--- config.mk ---
export PLATFORM = sky130hd
export DESIGN_NAME = cmplx_mult_pipe
export DESIGN_NICKNAME = d
export VERILOG_FILES = /design/src/rtl/cmplx_mult_pipe.sv
export SDC_FILE = /design/constraint.sdc
export NUM_CORES = 2
export LEC_CHECK = 0
export CAP_MARGIN = 20
export CORE_ASPECT_RATIO = 1.2
export CORE_MARGIN = 2
export CORE_UTILIZATION = 60
export CTS_CLUSTER_DIAMETER = 80
export CTS_CLUSTER_SIZE = 25
export DETAILED_ROUTE_END_ITERATION = 6
export PLACE_DENSITY = 0.77
export SYNTH_ARGS = -nofsm -noshare
export SYNTH_HDL_FRONTEND = slang
export SYNTH_SLANG_ARGS = --single-unit
--- constraint.sdc ---
create_clock -name clk -period 7.9 [get_ports clk]
set_input_delay 1.58 -clock clk [delete_from_list [all_inputs] [get_ports clk]]
set_output_delay 1.58 -clock clk [all_outputs]
set_load 0.02 [all_outputs]
--- src/rtl/cmplx_mult_pipe.sv ---
// cmplx_mult_pipe: pipelined fixed-point complex multiplier, P = A*B or A*conj(B).
// Registered input, products, rounded sums, then limited output with sticky ovf.
module cmplx_mult_pipe #(
  parameter int W     = 16,
  parameter int F     = 11,
  parameter int ROUND = 1,
  parameter int SAT   = 1
) (
  input  logic                clk,
  input  logic                rst,
  input  logic                valid_in,
  input  logic                conj_b,
  input  logic signed [W-1:0] a_re,
  input  logic signed [W-1:0] a_im,
  input  logic signed [W-1:0] b_re,
  input  logic signed [W-1:0] b_im,
  output logic                valid_out,
  output logic signed [W-1:0] p_re,
  output logic signed [W-1:0] p_im,
  output logic                ovf,
  input  logic                clr_ovf
);

  localparam int PW = 2*W + 1;
  localparam int SW = 2*W + 2;

  localparam logic signed [SW-1:0] RND =
    (ROUND != 0) ? SW'(64'd1 << (F-1)) : '0;

  localparam logic [W-1:0] MAXV = {1'b0, {(W-1){1'b1}}};
  localparam logic [W-1:0] MINV = {1'b1, {(W-1){1'b0}}};

  // stage 1 state
  logic                v1;
  logic signed [W-1:0] ar1;
  logic signed [W-1:0] ai1;
  logic signed [W-1:0] br1;
  logic signed [W:0]   bi1;

  // stage 2 state
  logic                 v2;
  logic signed [PW-1:0] rr2;
  logic signed [PW-1:0] ii2;
  logic signed [PW-1:0] ri2;
  logic signed [PW-1:0] ir2;

  // stage 3 state
  logic                 v3;
  logic signed [SW-1:0] re3;
  logic signed [SW-1:0] im3;

  // comb nets
  logic signed [W:0]    bi_ext;
  logic signed [W:0]    bi_sel;
  logic signed [PW-1:0] ar_x;
  logic signed [PW-1:0] ai_x;
  logic signed [PW-1:0] br_x;
  logic signed [PW-1:0] bi_x;
  logic signed [SW-1:0] re_s;
  logic signed [SW-1:0] im_s;
  logic signed [SW-1:0] re_r;
  logic signed [SW-1:0] im_r;
  logic signed [SW-1:0] re_sh;
  logic signed [SW-1:0] im_sh;
  logic                 or_re;
  logic                 or_im;
  logic        [W-1:0]  lim_re;
  logic        [W-1:0]  lim_im;

  // conj(B) negates b_im one bit wider so -(-2^(W-1)) stays exact
  assign bi_ext = {b_im[W-1], b_im};
  assign bi_sel = conj_b ? -bi_ext : bi_ext;

  // stage 1: capture operands with the conjugate already applied
  always_ff @(posedge clk or negedge rst) begin
    if (!rst) begin
      v1  <= 1'b0;
      ar1 <= '0;
      ai1 <= '0;
      br1 <= '0;
      bi1 <= '0;
    end else begin
      v1  <= valid_in;
      ar1 <= a_re;
      ai1 <= a_im;
      br1 <= b_re;
      bi1 <= bi_sel;
    end
  end

  assign ar_x = {{(W+1){ar1[W-1]}}, ar1};
  assign ai_x = {{(W+1){ai1[W-1]}}, ai1};
  assign br_x = {{(W+1){br1[W-1]}}, br1};
  assign bi_x = {{W{bi1[W]}}, bi1};

  // stage 2: the four partial products at full precision
  always_ff @(posedge clk or negedge rst) begin
    if (!rst) begin
      v2  <= 1'b0;
      rr2 <= '0;
      ii2 <= '0;
      ri2 <= '0;
      ir2 <= '0;
    end else begin
      v2  <= v1;
      rr2 <= ar_x * br_x;
      ii2 <= ai_x * bi_x;
      ri2 <= ar_x * bi_x;
      ir2 <= ai_x * br_x;
    end
  end

  assign re_s  = {rr2[PW-1], rr2} - {ii2[PW-1], ii2};
  assign im_s  = {ri2[PW-1], ri2} + {ir2[PW-1], ir2};
  assign re_r  = re_s + RND;
  assign im_r  = im_s + RND;
  assign re_sh = re_r >>> F;
  assign im_sh = im_r >>> F;

  // stage 3: rounded and rescaled sums, still unlimited
  always_ff @(posedge clk or negedge rst) begin
    if (!rst) begin
      v3  <= 1'b0;
      re3 <= '0;
      im3 <= '0;
    end else begin
      v3  <= v2;
      re3 <= re_sh;
      im3 <= im_sh;
    end
  end

  // in range when every bit above the W-bit sign matches it
  assign or_re = !((&re3[SW-1:W-1]) || !(|re3[SW-1:W-1]));
  assign or_im = !((&im3[SW-1:W-1]) || !(|im3[SW-1:W-1]));

  // clamp toward the sign of the wide value, or wrap
  always_comb begin
    lim_re = re3[W-1:0];
    lim_im = im3[W-1:0];
    if (SAT != 0 && or_re) lim_re = re3[SW-1] ? MINV : MAXV;
    if (SAT != 0 && or_im) lim_im = im3[SW-1] ? MINV : MAXV;
  end

  // output stage: hold last valid result, sticky ovf where set beats clear
  always_ff @(posedge clk or negedge rst) begin
    if (!rst) begin
      valid_out <= 1'b0;
      p_re      <= '0;
      p_im      <= '0;
      ovf       <= 1'b0;
    end else begin
      valid_out <= v3;
      if (v3) begin
        p_re <= lim_re;
        p_im <= lim_im;
      end
      if (v3 && (or_re || or_im)) ovf <= 1'b1;
      else if (clr_ovf)           ovf <= 1'b0;
    end
  end

endmodule

==> results.md <==
* Clk sink count at 278
* Critical path launch point type: flip-flop
* Top post-synthesis cells by count: inv_1 (1223), fa_1 (1076), nand2_1 (577), and2_1 (506), ha_1 (459)
* Ys flop type: dfrtp_1
* Detailed-route via count at 35900
* Leading area contributor after synthesis: fa_1
* Final Core Density at 64.6%
* Max clock buf depth at 3
* Global-route wire length before repair at 201000 µm
* Synth area leaders: fa_1 (42%), dfrtp_1 (14%), ha_1 (11%)
* Min-delay src: v1$_DFF_PN0_
* Netlist cell types at 73
* Post-DRT Antenna Nets at 0
* Starting Density at 60.5%
* Die extent in y at 324 µm
* Number of diodes at 0
* XOR/XNOR Fraction of Synth Area at 3.31%
* Skew final at 0.0361 ns
* Adder-Cell Fraction of Synth Area at 53.2%
* WL final at 121000 µm
* Synth Instances at 5307
* First-pass DRT Iterations at 6
* Syn Area/Cell at 9.66 µm²
* Arr. time, crit path at 7.64 ns
* Die width at 271 µm
* Critical Setup Path Class: flip-flop to flip-flop
* Synth Area in Simple Gates at 13.3%
* CP required at 8.38 ns
* CORE AREA at 84800 µm²
* CTS tree: yes
* Dpl hpwl at 97700 µm
* # DRC at 0
* Gr ovfl total at 0
* Port Buffers at 102
* Top cell type's share of synthesized area at 42.0%
* Postcts setup bufs at 0
* Hold_buf cts at 0
* Largest net degree at the start of global routing at 134
* FF+latch count, synth at 278
* Syn_nets at 6911
* Total Nets Final at 6927
* Number of enable flip-flop cells after synthesis at 0
* Syn-to-layout area delta at 6.74%
* Ys Warns at 0
* Site Rows at 117
* Synthesized area at 51300 µm²
* Final period util at 90.6%
* Critical R2R Launch: bi1[16]$_DFF_PN0_
* Vias in the first global route at 39300
* Register area share after synthesis at 13.6%
* Ports at 103
* Slew Viols, Final at 0
* Clock transition at path regs at 0.09 ns
* Setup repair after global routing missed its margin: false
* CTS H-tree depth at 1
* Final TNS setup at 0 ns
* Die ar. at 87800 µm²
* TritonCTS Buffers at 25
* CP max FO at 17
* Compound-Gate Fraction of Synth Area at 6.02%
* Crit path capture type: flip-flop
* Worst-Skew Late Latency at 0.62 ns
* Hold Fails Final Rpt at 0
* Final std cells w/o fill at 6472
* Most common cell in the synthesized netlist: inv_1
* Tot GR Track Use at 29.2%
* Slew HR at 18.1%
* Status: finished clean
* Worst Setup SP: bi1[16]$_DFF_PN0_
* Post-CTS Resized at 0
* Dpl cells at 6424
* Initial antenna violation count at 1
* Layout cell share with drive strength beyond 1 at 3.16%
* Slew @ Worst Pin at 1.23 ns
* Multiplexer share of the synthesized area at 0.0830%
* Smallest hold slack at 0.353 ns
* Hold crit path type: flip-flop to flip-flop
* DR vias/cell at 5.55
* Gpl congestion at 0.900
* Root Buffer: clkbuf_16
* FFs w/ async S/R, synth at 100%
* Max-Cap Viols at 0
* Max Clock Freq at 140 MHz
* Routed len/inst at 18.6 µm
* Setup violations, final at 0
* Main combinational cell family by area after synthesis: adder cells
* Initial DRC Count at 2414
* Final Critical Period at 7.16 ns
* Fillers at 6709
## critical path: stages (launching register included)
cell,delay [ns]
dfrtp_1,0.76
buf_4,0.32
nand2_1,0.11
inv_1,0.14
fa_1,0.55
fa_1,0.90
fa_1,0.53
fa_1,0.50
fa_1,0.49
inv_1,0.05
fa_1,0.47
inv_1,0.04
ha_1,0.35
and4_1,0.29
nand3_1,0.13
or2_2,0.32
a211o_1,0.25
a21boi_1,0.19
o21ai_0,0.14
o21ai_1,0.23
o31ai_1,0.10
xnor2_1,0.14
## path summary, 6_finish.rpt
check	cells past startpoint	slack, ns	end
worst max-delay path	21	0.74	ri2[32]$_DFF_PN0_
worst min-delay path	0	0.35	v2$_DFF_PN0_
worst max register to register	21	0.74	ri2[32]$_DFF_PN0_
worst min register to register	0	0.35	v2$_DFF_PN0_
max in group asynchronous	2	5.58	ar1[11]$_DFF_PN0_
min in group asynchronous	1	0.95	p_im[12]$_DFFE_PN0P_
## registers in the layout, indices dropped and copies added (netlist names)
signal     cells
im3           23
br1           16
ri2           33
valid_out      1
rr2           32
ai1           16
p_re          16
re3           23
ar1           16
v3             1
p_im          16
v1             1
ovf            1
ir2           32
ii2           33
bi1           17
v2             1
## placed cells by master, fill, tap and decap left out, types with 23 or more instances in the layout
master              n
buf_4              95
and2_1            506
nor2_1            159
nand2_1           577
clkbuf_16          25
o21ai_0            72
inv_1            1223
o21a_1             34
xnor2_1           147
ha_1              459
nand2b_1           36
a21o_1             59
fa_1             1076
xor2_1             47
nand3_1            23
dfrtp_1           276
clkdlybuf4s50_1   101
a21oi_1           167
## metrics by stage
| stage | area (µm²) | setup slack [ns] |
|---|---|---|
| after floorplan | 51300 | 1.69 |
| after global placement | 53700 | 0.869 |
| after detailed placement | 53700 | 0.824 |
| after CTS | 54700 | 0.762 |
| after global routing | 54700 | 0.384 |
| final | 54700 | 0.745 |
## per-layer routing
layer  up-vias  global-route usage [%]  routed length [µm]
met1     18500                    37.0               45900
met5         -                       0                  11
met3       327                    3.28                7620
met4         2                    15.2                7490
li1      15800                       -                   -
met2      1246                    50.1               59600
## cells by family (layout without fill, tap and decap cells)
kind of cell / Yosys count / count (layout)
mux: 4 / 4
simple gates: 1388 / 1388
fa+ha+maj: 1535 / 1535
flops: 278 / 278
buf+inv: 1435 / 1470
compound gates: 473 / 473
xor+xnor: 194 / 194
## area by class of cell
type                    instances  area (µm²)  share of cell area, %
clock buffers                  27         633                   1.16
clock inverters                19         379                  0.693
inverters                    1223        4590                   8.39
multi-input cells            3594       38900                   71.1
flip-flops and latches        278        6960                   12.7
well taps                    1130        1410                   2.58
repair buffers                201        1820                   3.33
Power is not shown: default switching activity piles up to over one toggle a cycle in this logic, so the estimate is an artifact.
